==> src/rtl/multicycle_ctrl_pkg.sv <==
// Shared encodings for the multi-cycle MIPS controller: state codes, opcodes,
// ALU/mux select encodings and the decoded control word.
package multicycle_ctrl_pkg;

  // Fixed state encoding; codes 12..15 are unused and fall back to StFetch.
  typedef enum logic [3:0] {
    StFetch  = 4'd0,
    StDecode = 4'd1,
    StMemAdr = 4'd2,
    StMemRd  = 4'd3,
    StMemWb  = 4'd4,
    StMemWr  = 4'd5,
    StExec   = 4'd6,
    StAluWb  = 4'd7,
    StBranch = 4'd8,
    StAddiEx = 4'd9,
    StAddiWb = 4'd10,
    StJump   = 4'd11
  } state_e;

  // Instruction[31:26] opcodes
  localparam logic [5:0] OpR    = 6'b000000;
  localparam logic [5:0] OpLw   = 6'b100011;
  localparam logic [5:0] OpSw   = 6'b101011;
  localparam logic [5:0] OpBeq  = 6'b000100;
  localparam logic [5:0] OpAddi = 6'b001000;
  localparam logic [5:0] OpJ    = 6'b000010;

  // alu_op encodings
  localparam logic [1:0] AluOpAdd   = 2'b00;
  localparam logic [1:0] AluOpSub   = 2'b01;
  localparam logic [1:0] AluOpFunct = 2'b10;

  // alu_src_b encodings
  localparam logic [1:0] SrcBReg    = 2'b00;
  localparam logic [1:0] SrcBFour   = 2'b01;
  localparam logic [1:0] SrcBImm    = 2'b10;
  localparam logic [1:0] SrcBImmSh2 = 2'b11;

  // pc_src encodings
  localparam logic [1:0] PcSrcAlu    = 2'b00;
  localparam logic [1:0] PcSrcAluOut = 2'b01;
  localparam logic [1:0] PcSrcJump   = 2'b10;

  // Control word decoded from the registered state alone.
  typedef struct packed {
    logic       pc_write;
    logic       pc_write_cond;
    logic       iord;
    logic       mem_read;
    logic       mem_write;
    logic       ir_write;
    logic       reg_write;
    logic       reg_dst;
    logic       mem_to_reg;
    logic       alu_src_a;
    logic [1:0] alu_src_b;
    logic [1:0] alu_op;
    logic [1:0] pc_src;
    logic       retire;      // last step of an instruction
    logic       mem_access;  // step that may stall on mem_ready
  } ctrl_t;

  // True for opcodes the controller knows how to sequence.
  function automatic logic opcode_legal(logic [5:0] op);
    return (op == OpR) || (op == OpLw) || (op == OpSw) || (op == OpBeq) ||
           (op == OpAddi) || (op == OpJ);
  endfunction

endpackage

==> src/rtl/multicycle_ctrl_decode.sv <==
// Combinational state -> control-word decoder for the multi-cycle controller.
module multicycle_ctrl_decode
  import multicycle_ctrl_pkg::*;
(
  input  state_e state_i,
  output ctrl_t  ctrl_o
);

  // Moore decode: every field defaults to zero, each state raises its own set.
  always_comb begin
    ctrl_o = '0;
    case (state_i)
      StFetch: begin
        ctrl_o.mem_read   = 1'b1;
        ctrl_o.ir_write   = 1'b1;
        ctrl_o.pc_write   = 1'b1;
        ctrl_o.alu_src_b  = SrcBFour;
        ctrl_o.mem_access = 1'b1;
      end
      StDecode: begin
        ctrl_o.alu_src_b = SrcBImmSh2;
      end
      StMemAdr: begin
        ctrl_o.alu_src_a = 1'b1;
        ctrl_o.alu_src_b = SrcBImm;
      end
      StMemRd: begin
        ctrl_o.mem_read   = 1'b1;
        ctrl_o.iord       = 1'b1;
        ctrl_o.mem_access = 1'b1;
      end
      StMemWb: begin
        ctrl_o.reg_write  = 1'b1;
        ctrl_o.mem_to_reg = 1'b1;
        ctrl_o.retire     = 1'b1;
      end
      StMemWr: begin
        ctrl_o.mem_write  = 1'b1;
        ctrl_o.iord       = 1'b1;
        ctrl_o.mem_access = 1'b1;
        ctrl_o.retire     = 1'b1;
      end
      StExec: begin
        ctrl_o.alu_src_a = 1'b1;
        ctrl_o.alu_op    = AluOpFunct;
      end
      StAluWb: begin
        ctrl_o.reg_write = 1'b1;
        ctrl_o.reg_dst   = 1'b1;
        ctrl_o.retire    = 1'b1;
      end
      StBranch: begin
        ctrl_o.alu_src_a     = 1'b1;
        ctrl_o.alu_op        = AluOpSub;
        ctrl_o.pc_write_cond = 1'b1;
        ctrl_o.pc_src        = PcSrcAluOut;
        ctrl_o.retire        = 1'b1;
      end
      StAddiEx: begin
        ctrl_o.alu_src_a = 1'b1;
        ctrl_o.alu_src_b = SrcBImm;
      end
      StAddiWb: begin
        ctrl_o.reg_write = 1'b1;
        ctrl_o.retire    = 1'b1;
      end
      StJump: begin
        ctrl_o.pc_write = 1'b1;
        ctrl_o.pc_src   = PcSrcJump;
        ctrl_o.retire   = 1'b1;
      end
      default: ctrl_o = '0;  // unused codes drive nothing
    endcase
  end

endmodule

==> src/rtl/multicycle_ctrl.sv <==
// Moore FSM sequencing a multi-cycle MIPS datapath; counts retired instructions
// and flags illegal opcodes.
// Optional feature MULTICYCLE_MEM_WAIT_EN: FETCH/MEMRD/MEMWR stall until mem_ready.
module multicycle_ctrl
  import multicycle_ctrl_pkg::*;
#(
  parameter int unsigned CNT_W   = 32,
  parameter int unsigned STATE_W = 4
) (
  input  logic               clk,
  input  logic               reset,        // asynchronous, active low
  input  logic [5:0]         opcode,
  input  logic               zero,
  input  logic               mem_ready,
  output logic               pc_en,
  output logic               iord,
  output logic               mem_read,
  output logic               mem_write,
  output logic               ir_write,
  output logic               reg_write,
  output logic               reg_dst,
  output logic               mem_to_reg,
  output logic               alu_src_a,
  output logic [1:0]         alu_src_b,
  output logic [1:0]         alu_op,
  output logic [1:0]         pc_src,
  output logic [STATE_W-1:0] state,
  output logic               illegal_op,
  output logic               retired,
  output logic [CNT_W-1:0]   instr_count
);

  state_e           state_q, state_d;
  logic [CNT_W-1:0] instr_count_q, instr_count_d;
  ctrl_t            ctrl;
  logic             mem_go;     // current step may advance
  logic             retire_now;
  logic             illegal_now;

  multicycle_ctrl_decode u_decode (
    .state_i (state_q),
    .ctrl_o  (ctrl)
  );

`ifdef MULTICYCLE_MEM_WAIT_EN
  assign mem_go = ~ctrl.mem_access | mem_ready;
`else
  logic unused_mem_ready;
  assign unused_mem_ready = mem_ready;
  assign mem_go           = 1'b1;
`endif

  assign retire_now  = ctrl.retire & mem_go;
  assign illegal_now = (state_q == StDecode) & ~opcode_legal(opcode);

  // Next-state logic: memory steps hold while mem_go is low.
  always_comb begin
    state_d = state_q;
    case (state_q)
      StFetch:  if (mem_go) state_d = StDecode;
      StDecode: begin
        case (opcode)
          OpLw, OpSw: state_d = StMemAdr;
          OpR:        state_d = StExec;
          OpBeq:      state_d = StBranch;
          OpAddi:     state_d = StAddiEx;
          OpJ:        state_d = StJump;
          default:    state_d = StFetch;
        endcase
      end
      StMemAdr: state_d = (opcode == OpLw) ? StMemRd : StMemWr;
      StMemRd:  if (mem_go) state_d = StMemWb;
      StMemWb:  state_d = StFetch;
      StMemWr:  if (mem_go) state_d = StFetch;
      StExec:   state_d = StAluWb;
      StAluWb:  state_d = StFetch;
      StAddiEx: state_d = StAddiWb;
      StAddiWb: state_d = StFetch;
      StBranch: state_d = StFetch;
      StJump:   state_d = StFetch;
      default:  state_d = StFetch;
    endcase
  end

  // Retired-instruction counter, wraps naturally.
  always_comb begin
    instr_count_d = instr_count_q;
    if (retire_now) instr_count_d = instr_count_q + CNT_W'(1);
  end

  // State and counter registers.
  always_ff @(posedge clk or negedge reset) begin
    if (!reset) begin
      state_q       <= StFetch;
      instr_count_q <= '0;
    end else begin
      state_q       <= state_d;
      instr_count_q <= instr_count_d;
    end
  end

  // Outputs: decoded control word, forced to zero while reset is held.
  always_comb begin
    pc_en      = 1'b0;
    iord       = 1'b0;
    mem_read   = 1'b0;
    mem_write  = 1'b0;
    ir_write   = 1'b0;
    reg_write  = 1'b0;
    reg_dst    = 1'b0;
    mem_to_reg = 1'b0;
    alu_src_a  = 1'b0;
    alu_src_b  = SrcBReg;
    alu_op     = AluOpAdd;
    pc_src     = PcSrcAlu;
    illegal_op = 1'b0;
    retired    = 1'b0;
    if (reset) begin
      // PC and IR only load in the cycle the fetch completes.
      pc_en      = (ctrl.pc_write & mem_go) | (ctrl.pc_write_cond & zero);
      iord       = ctrl.iord;
      mem_read   = ctrl.mem_read;
      mem_write  = ctrl.mem_write;
      ir_write   = ctrl.ir_write & mem_go;
      reg_write  = ctrl.reg_write;
      reg_dst    = ctrl.reg_dst;
      mem_to_reg = ctrl.mem_to_reg;
      alu_src_a  = ctrl.alu_src_a;
      alu_src_b  = ctrl.alu_src_b;
      alu_op     = ctrl.alu_op;
      pc_src     = ctrl.pc_src;
      illegal_op = illegal_now;
      retired    = retire_now;
    end
  end

  assign state       = STATE_W'(state_q);
  assign instr_count = instr_count_q;

endmodule

==> config.mk <==
export PLATFORM = sky130hd
export DESIGN_NAME = multicycle_ctrl
export DESIGN_NICKNAME = d
export VERILOG_FILES = /design/src/rtl/multicycle_ctrl_pkg.sv /design/src/rtl/multicycle_ctrl_decode.sv /design/src/rtl/multicycle_ctrl.sv
export SDC_FILE = /design/constraint.sdc
export NUM_CORES = 1
export LEC_CHECK = 0
export BUFFER_PORTS_ARGS = -buffer_cell sky130_fd_sc_hd__buf_2
export CORE_MARGIN = 2
export CORE_UTILIZATION = 30
export CTS_CLUSTER_SIZE = 12
export DETAILED_ROUTE_END_ITERATION = 16
export SETUP_SLACK_MARGIN = 0.15
export SLEW_MARGIN = 20
export SYNTH_ARGS = -nofsm -noshare
export SYNTH_HDL_FRONTEND = slang
export SYNTH_HIERARCHICAL = 1
export SYNTH_SLANG_ARGS = --single-unit
==> constraint.sdc <==
create_clock -name clk -period 2.6 [get_ports clk]
set_input_delay 0.52 -clock clk [delete_from_list [all_inputs] [get_ports clk]]
set_output_delay 0.52 -clock clk [all_outputs]
set_load 0.02 [all_outputs]
# Word-level counts from Yosys, hierarchy flattened
# Cells that the tools add are included.
[op_classes] n_addsub=1 n_mul=0 n_div=0 magnitude_cmp=0 eq_ne=16 n_shift=0 mux=31 bitwise=4 reduce_logical=15
[op_table] cell="$add 32x1->32 const B" count=1
[op_table] cell="$pmux 4 s6" count=1
[op_table] cell="$mux 1" count=22
[op_table] cell="$pmux 4 s5" count=1
[op_table] cell="$eq 4x3->1 const B" count=4
[op_table] cell="$eq 4x4->1 const B" count=4
[op_table] cell="$eq 6x6->1 const B" count=2
[op_table] cell="$reduce_or 2->1" count=5
[op_table] cell="$eq 4x2->1 const B" count=2
[op_table] cell="$pmux 2 s2" count=2
[op_table] cell="$eq 6x2->1 const B" count=1
[op_table] cell="$eq 6x3->1 const B" count=1
[op_table] cell="$eq 6x4->1 const B" count=1
[op_table] cell="$logic_not 6->1" count=1
[op_table] cell="$mux 2" count=3
[op_table] cell="$pmux 2 s3" count=1
[op_table] cell="$reduce_or 6->1" count=1
[op_table] cell="$logic_or 1x1->1" count=5
[op_table] cell="$eq 4x1->1 const B" count=1
[op_table] cell="$logic_not 4->1" count=1
[op_table] cell="$reduce_or 4->1" count=1
[op_table] cell="$mux 3" count=1
[op_table] cell="$reduce_or 3->1" count=1
[op_table] cell="$and 1x1->1" count=2
[op_table] cell="other kinds (2)" count=2
[totals] ff_bits=36 latchBits=0 mem_bits_rw=0 mem_bits_ro=0 input_bits=10 output_inout_bits=53 wordCells=69 mem_count=0

# Longest topological paths before layout
# Gate-level depths: netlist of the first run.
[logic_depth] ltp_word=9 depth_mapped=9 mapped_depth_nobuf=6

# By module
# The synthesis of the first run kept the hierarchy.
[by_module_without_submodules] mod="multicycle_ctrl" instances=1 cells_per_inst=174 area_per_inst_um2=1844.3 seq_area_each_um2=900.9
[by_module_without_submodules] mod="multicycle_ctrl_decode" instances=1 cells_per_inst=39 area_per_inst_um2=256.5 seq_area_each_um2=0.0

# Worst setup path before layout of the first run
# Ideal clock, no wire load.
[synth_path] path_type="reg-to-reg" from="register state_q[2] (netlist: state[2])" to="register instr_count_q[26] (netlist: instr_count[26])" setup_ns=0.130 t_arrival_ns=2.324 required_ns=2.470 setup_slack_ns=0.146 path_stages_with_launch=9 period_less_slack_ns=2.454 cell_sequence="dfrtp_1 buf_2 or2b_1 o22ai_1 buf_4 nand4_1 nor4_4 nand4_1 xnor2_1"
[synth_lines] element="start: declaration" line_no="multicycle_ctrl.sv:33" rtl="state_e state_q, state_d;"
[synth_lines] element="start signal: assignment" line_no="multicycle_ctrl.sv:94" rtl="state_q <= StFetch;"
[synth_lines] element="start signal: assignment" line_no="multicycle_ctrl.sv:97" rtl="state_q <= state_d;"
[synth_lines] element="end signal: assignment" line_no="multicycle_ctrl.sv:98" rtl="instr_count_q <= instr_count_d;"
[synth_lines] element="end: declaration" line_no="multicycle_ctrl.sv:34" rtl="logic [CNT_W-1:0] instr_count_q, instr_count_d;"

==> results of run 1 <==
## layout by cell type, fill, tap and decap left out, types with 5 or more instances in the layout
cell type,n
xnor2_1,17
buf_2,61
inv_1,5
nor4_1,5
nand3_1,10
nand4_1,9
nor2_1,14
nand2_1,16
xor2_1,16
buf_4,9
nor3_1,9
and2_1,15
clkbuf_8,5
and3_1,7
dfrtp_1,35
## registers in the layout, summed over array words and instances, names as in the netlist
name	count
instr_count	32
state	4
## per-layer routing
metal	vias up	track usage (%)
met4	0	2.98
met1	799	16.6
met3	4	3.41
met2	32	19.2
met5	-	0
li1	867	-
## stage by stage
stage	util, %	area (sq um)	cells	hold WS, ns	worst slack [ns]
floorplan	-	2070	208	0.224	0.174
global placement	36.9	2480	349	0.442	0.234
detailed placement	36.9	2480	349	0.447	0.197
CTS	38.0	2560	356	0.138	0.171
global route	38.2	2560	356	0.153	0.115
finish	38.2	2560	356	0.134	0.245
## final timing paths
check,start,end,slack [ns],depth (start not counted)
min reg2reg,instr_count[31]$_DFFE_PN0P_,instr_count[31]$_DFFE_PN0P_,0.47,1
max in group asynchronous,reset,instr_count[8]$_DFFE_PN0P_,1.75,2
min in group clk,instr_count[31]$_DFFE_PN0P_,instr_count[31]$_DFFE_PN0P_,0.47,1
max,state[2]$_DFF_PN0_,reg_write,0.24,5
max reg2reg,state[2]$_DFF_PN0_,instr_count[23]$_DFFE_PN0P_,0.29,6
min,reset,state[1]$_DFF_PN0_,0.13,1
## timing repair
item                       4_1_cts  5_1_grt
hold endpoints to repair         0        0
gates resized for setup          0        2
hold buffers                     0        0
setup endpoints to repair        0       16
## layout make-up
type | count | share of cell area (%)
Timing Repair Buffer | 70 | 14.5
Multi-Input combinational cell | 158 | 42.6
Inverter | 5 | 0.732
Tap cell | 80 | 3.90
Sequential cell | 36 | 35.2
Clock buffer | 6 | 2.83
Clock inverter | 1 | 0.195
## power by group
part	internal, mW	switching, mW
logic	0.207	0.295
clock network	0.182	0.191
registers	0.605	0.0691
total	0.995	0.555
## critical path: cells and delay by family (launching register included)
kind,cells,cell delay (ns)
simple gates,2,0.60
flops,1,0.52
buf+inv,2,0.35
compound gates,1,0.08
==> flow_summary.json, run 1 <==
{
  "place_hpwl_um": 3340,
  "antenna_cells": 0,
  "wl_met2_um": 2130,
  "ir_worst_vdd_mv": 0.162,
  "yosysWarnings": 6,
  "nNetsFinal": 287,
  "row_count": 30,
  "grt_util_all_layers_pct": 12.2,
  "highest_layer": "met4",
  "die_height_um": 87.0,
  "p_leak_nw": 1.38,
  "hp-class": "in -> async",
  "report.power.total_mw": 1.55,
  "layout-drive-gt1-share_pct": 32.2,
  "clkSinkCount": 36,
  "cp-start-kind": "flop",
  "syn-cell-area_sq_mm": 0.00207,
  "root_buffer": "clkbuf_8",
  "drt_iter0_drc": 106,
  "cts_tree": "built",
  "routed-via-count": 1702,
  "period_needed_ns": 2.36,
  "syn_nets": 219,
  "critPathMaxStageDelay_ns": 0.52,
  "syn_to_final_growth_pct": 24.1,
  "dieArea_sq_mm": 0.00757,
  "via_per_inst": 4.78,
  "grt_first_pass_wirelength_um": 7330,
  "grt_pass1_vias": 1553,
  "finalSetupTns_ns": 0,
  "cts_made_buffers": 5,
  "worstSetupEndpointType": "primary output",
  "cts_setup_buffers": 0,
  "hold_viol": 0,
  "grt_setup_unrepaired": "true",
  "crit_type": "reg -> out",
  "multi_input_area_sq_mm": 0.00109,
  "grt_start_max_net_pins": 32,
  "dr.pass1.iters": 4,
  "finalWirelength_um": 4510,
  "nFillCells": 697,
  "max_slew.worst_pin.slew_ns": 0.396,
  "path_max_fanout": 9,
  "cp_cell_sequence": "buf_4 > or4b_4 > o211ai_2 > and2_1 > buf_2",
  "wl_met3_um": 174,
  "antenna_left": 0,
  "avgSynthCellArea_sq_um": 9.93,
  "start_util_pct": 30.7,
  "status": "finished, final reports clean",
  "setup_violations": 0,
  "wl_met1_um": 2160,
  "slew_headroom_pct": 72.9,
  "synth_cells": 208,
  "wl_per_cell_um": 12.7,
  "ios": 63,
  "grt_overflow_total": 0,
  "cp.arrival_ns": 1.84,
  "finalMaxSlewViolations": 0,
  "power_density_mw_per_mm2": 605,
  "crit_required_ns": 2.08,
  "register_area_sq_um": 902,
  "clock_latency_ns": 0.29,
  "die-width_um": 87.0,
  "fin_crit_sh_pct": 90.6,
  "port-buffer-count": 61,
  "fmaxAchievable_mhz": 425,
  "clockBufferDepth": 2,
  "drc": 0,
  "h-tree-depth": 2,
  "path_clk_slew_ns": 0.07,
  "fin_worst_skew_ns": 0.00865,
  "antenna_found_initial": 0,
  "routabilityCongestion": 0.738,
  "worst_path_max_delay_cell": "dfrtp_1",
  "maxCapViolCount": 0,
  "core-area_sq_mm": 0.00672
}
Note: power is estimated with default switching activity, not from simulation.
==> run 2, diff against run 1 <==
--- a/config.mk
+++ b/config.mk
@@ -10,6 +10,7 @@
 export CORE_UTILIZATION = 30
 export CTS_CLUSTER_SIZE = 12
 export DETAILED_ROUTE_END_ITERATION = 16
+export PLACE_DENSITY = 0.56
 export SETUP_SLACK_MARGIN = 0.15
 export SLEW_MARGIN = 20
 export SYNTH_ARGS = -nofsm -noshare
==> flow_summary.json, run 2 (same netlist as run 1, synthesis figures left out) <==
{
  "grt_first_pass_wirelength_um": 7420,
  "worstSetupEndpointType": "primary output",
  "layout_common_cells": "buf_2 (61), dfrtp_1 (34), xnor2_1 (17), nand2_1 (16), xor2_1 (16)",
  "largest_reg_flops": 32,
  "final_cells": 355,
  "crit_required_ns": 2.08,
  "fin_worst_skew_ns": 0.00203,
  "maxCapViolCount": 0,
  "dieArea_sq_mm": 0.00757,
  "place_hpwl_um": 3470,
  "setup_violations": 0,
  "syn_to_final_growth_pct": 23.8,
  "final_common_cell": "buf_2",
  "fin_crit_sh_pct": 89.9,
  "crit_type": "reg -> out",
  "core-area_sq_mm": 0.00672,
  "finalSetupTns_ns": 0,
  "antenna_cells": 0,
  "period_needed_ns": 2.34,
  "port-buffer-count": 61,
  "finalMaxSlewViolations": 0,
  "grt_start_max_net_pins": 21,
  "grt_setup_unrepaired": "false",
  "via_per_inst": 4.96,
  "antenna_left": 0,
  "max_slew.worst_pin.slew_ns": 0.392,
  "row_count": 30,
  "cp-start-kind": "flop",
  "slew_headroom_pct": 73.2,
  "ios": 63,
  "status": "finished, final reports clean",
  "power_density_mw_per_mm2": 603,
  "layout-drive-gt1-share_pct": 32.4,
  "p_leak_nw": 1.37,
  "cp.arrival_ns": 1.82,
  "layout_setup_ws_ns": 0.262,
  "placed_cells": 348,
  "drt_iter0_drc": 71,
  "clock_latency_ns": 0.28,
  "h-tree-depth": 2,
  "critPathMaxStageDelay_ns": 0.52,
  "cts_tree": "built",
  "fmaxAchievable_mhz": 428,
  "postPlaceCellArea_sq_mm": 0.00247,
  "wl_per_cell_um": 12.7,
  "die_height_um": 87.0,
  "routabilityCongestion": 0.752,
  "hp-class": "in -> async",
  "start_util_pct": 30.7,
  "routed-via-count": 1761,
  "finalWirelength_um": 4520,
  "die-width_um": 87.0,
  "r2r_setup_slack_ns": 0.28,
  "dp_slack_ns": 0.125,
  "nNetsFinal": 286,
  "grt_util_all_layers_pct": 12.4,
  "final_area_sq_mm": 0.00256,
  "grt_overflow_total": 0,
  "cts_setup_buffers": 0,
  "worst_path_max_delay_cell": "or4b_4",
  "path_clk_slew_ns": 0.07,
  "hold_viol": 0,
  "path_max_fanout": 11,
  "ir_worst_vdd_mv": 0.161,
  "cp_cell_sequence": "buf_4 > or4b_4 > o211ai_2 > and2_1 > buf_2",
  "cts_made_buffers": 5,
  "clockBufferDepth": 2,
  "dr.pass1.iters": 4,
  "drc": 0,
  "root_buffer": "clkbuf_8",
  "antenna_found_initial": 0,
  "grt_pass1_vias": 1581,
  "clkSinkCount": 36
}
[run 2: cell types whose count changed in the layout (fill, tap and decap cells not counted)]
cell	change
buf_4	-1
dfrtp_2	+1
dfrtp_1	-1
[run 2: worst max-delay path, delay by kind of cell (launching register included)]
kind	cells	cell delay (ns)
AOI/OAI and AO/OA	1	0.08
DFF	1	0.46
and+or+nand+nor	2	0.65
buffers and inverters	2	0.35
[run 2: repair_timing]
item                       in CTS  in global routing
setup endpoints to repair       3                 13
hold buffers                    0                  0
gates resized for setup         1                  2
[run 2: final cells by class]
type / count / area, sq um
Sequential cell: 36 / 903
Inverter: 5 / 18.8
Fill cell: 691 / 4160
Tap cell: 80 / 100
Timing Repair Buffer: 69 / 365
Clock buffer: 6 / 72.6
Multi-Input combinational cell: 158 / 1090
Clock inverter: 1 / 5.00
[run 2: final timing paths]
check	start	end	depth (start not counted)
max reg2reg	state[3]$_DFF_PN0_	instr_count[27]$_DFFE_PN0P_	6
min reg2reg	instr_count[31]$_DFFE_PN0P_	instr_count[31]$_DFFE_PN0P_	1
max in group asynchronous	reset	state[0]$_DFF_PN0_	2
max	state[0]$_DFF_PN0_	reg_write	5
min in group clk	instr_count[31]$_DFFE_PN0P_	instr_count[31]$_DFFE_PN0P_	1
min	reset	instr_count[2]$_DFFE_PN0P_	2
[run 2: report_power, final]
group	internal, mW	leakage [nW]	switching (mW)
sequential	0.606	0.491	0.0687
clock	0.182	0.0410	0.187
combinational	0.203	0.838	0.295
total	0.991	1.37	0.551
[run 2: metal layers]
| layer | vias up | share of wire [%] | global-route usage (%) |
|---|---|---|---|
| li1 | 859 | - | - |
| met1 | 869 | 46 | 16.8 |
| met2 | 28 | 48 | 19.5 |
| met3 | 5 | 4.4 | 3.51 |
| met4 | 0 | 1.2 | 3.41 |
| met5 | - | 0 | 0 |
[run 2: stage by stage]
step / utilization, % / power (mW) / hold WS, ns
after floorplan: - / 1.02 / 0.224
after global placement: 36.8 / 1.18 / 0.452
after detailed placement: 36.8 / 1.19 / 0.457
after CTS: 38.0 / 1.56 / 0.412
after global routing: 38.1 / 1.65 / 0.455
final: 38.1 / 1.54 / 0.388
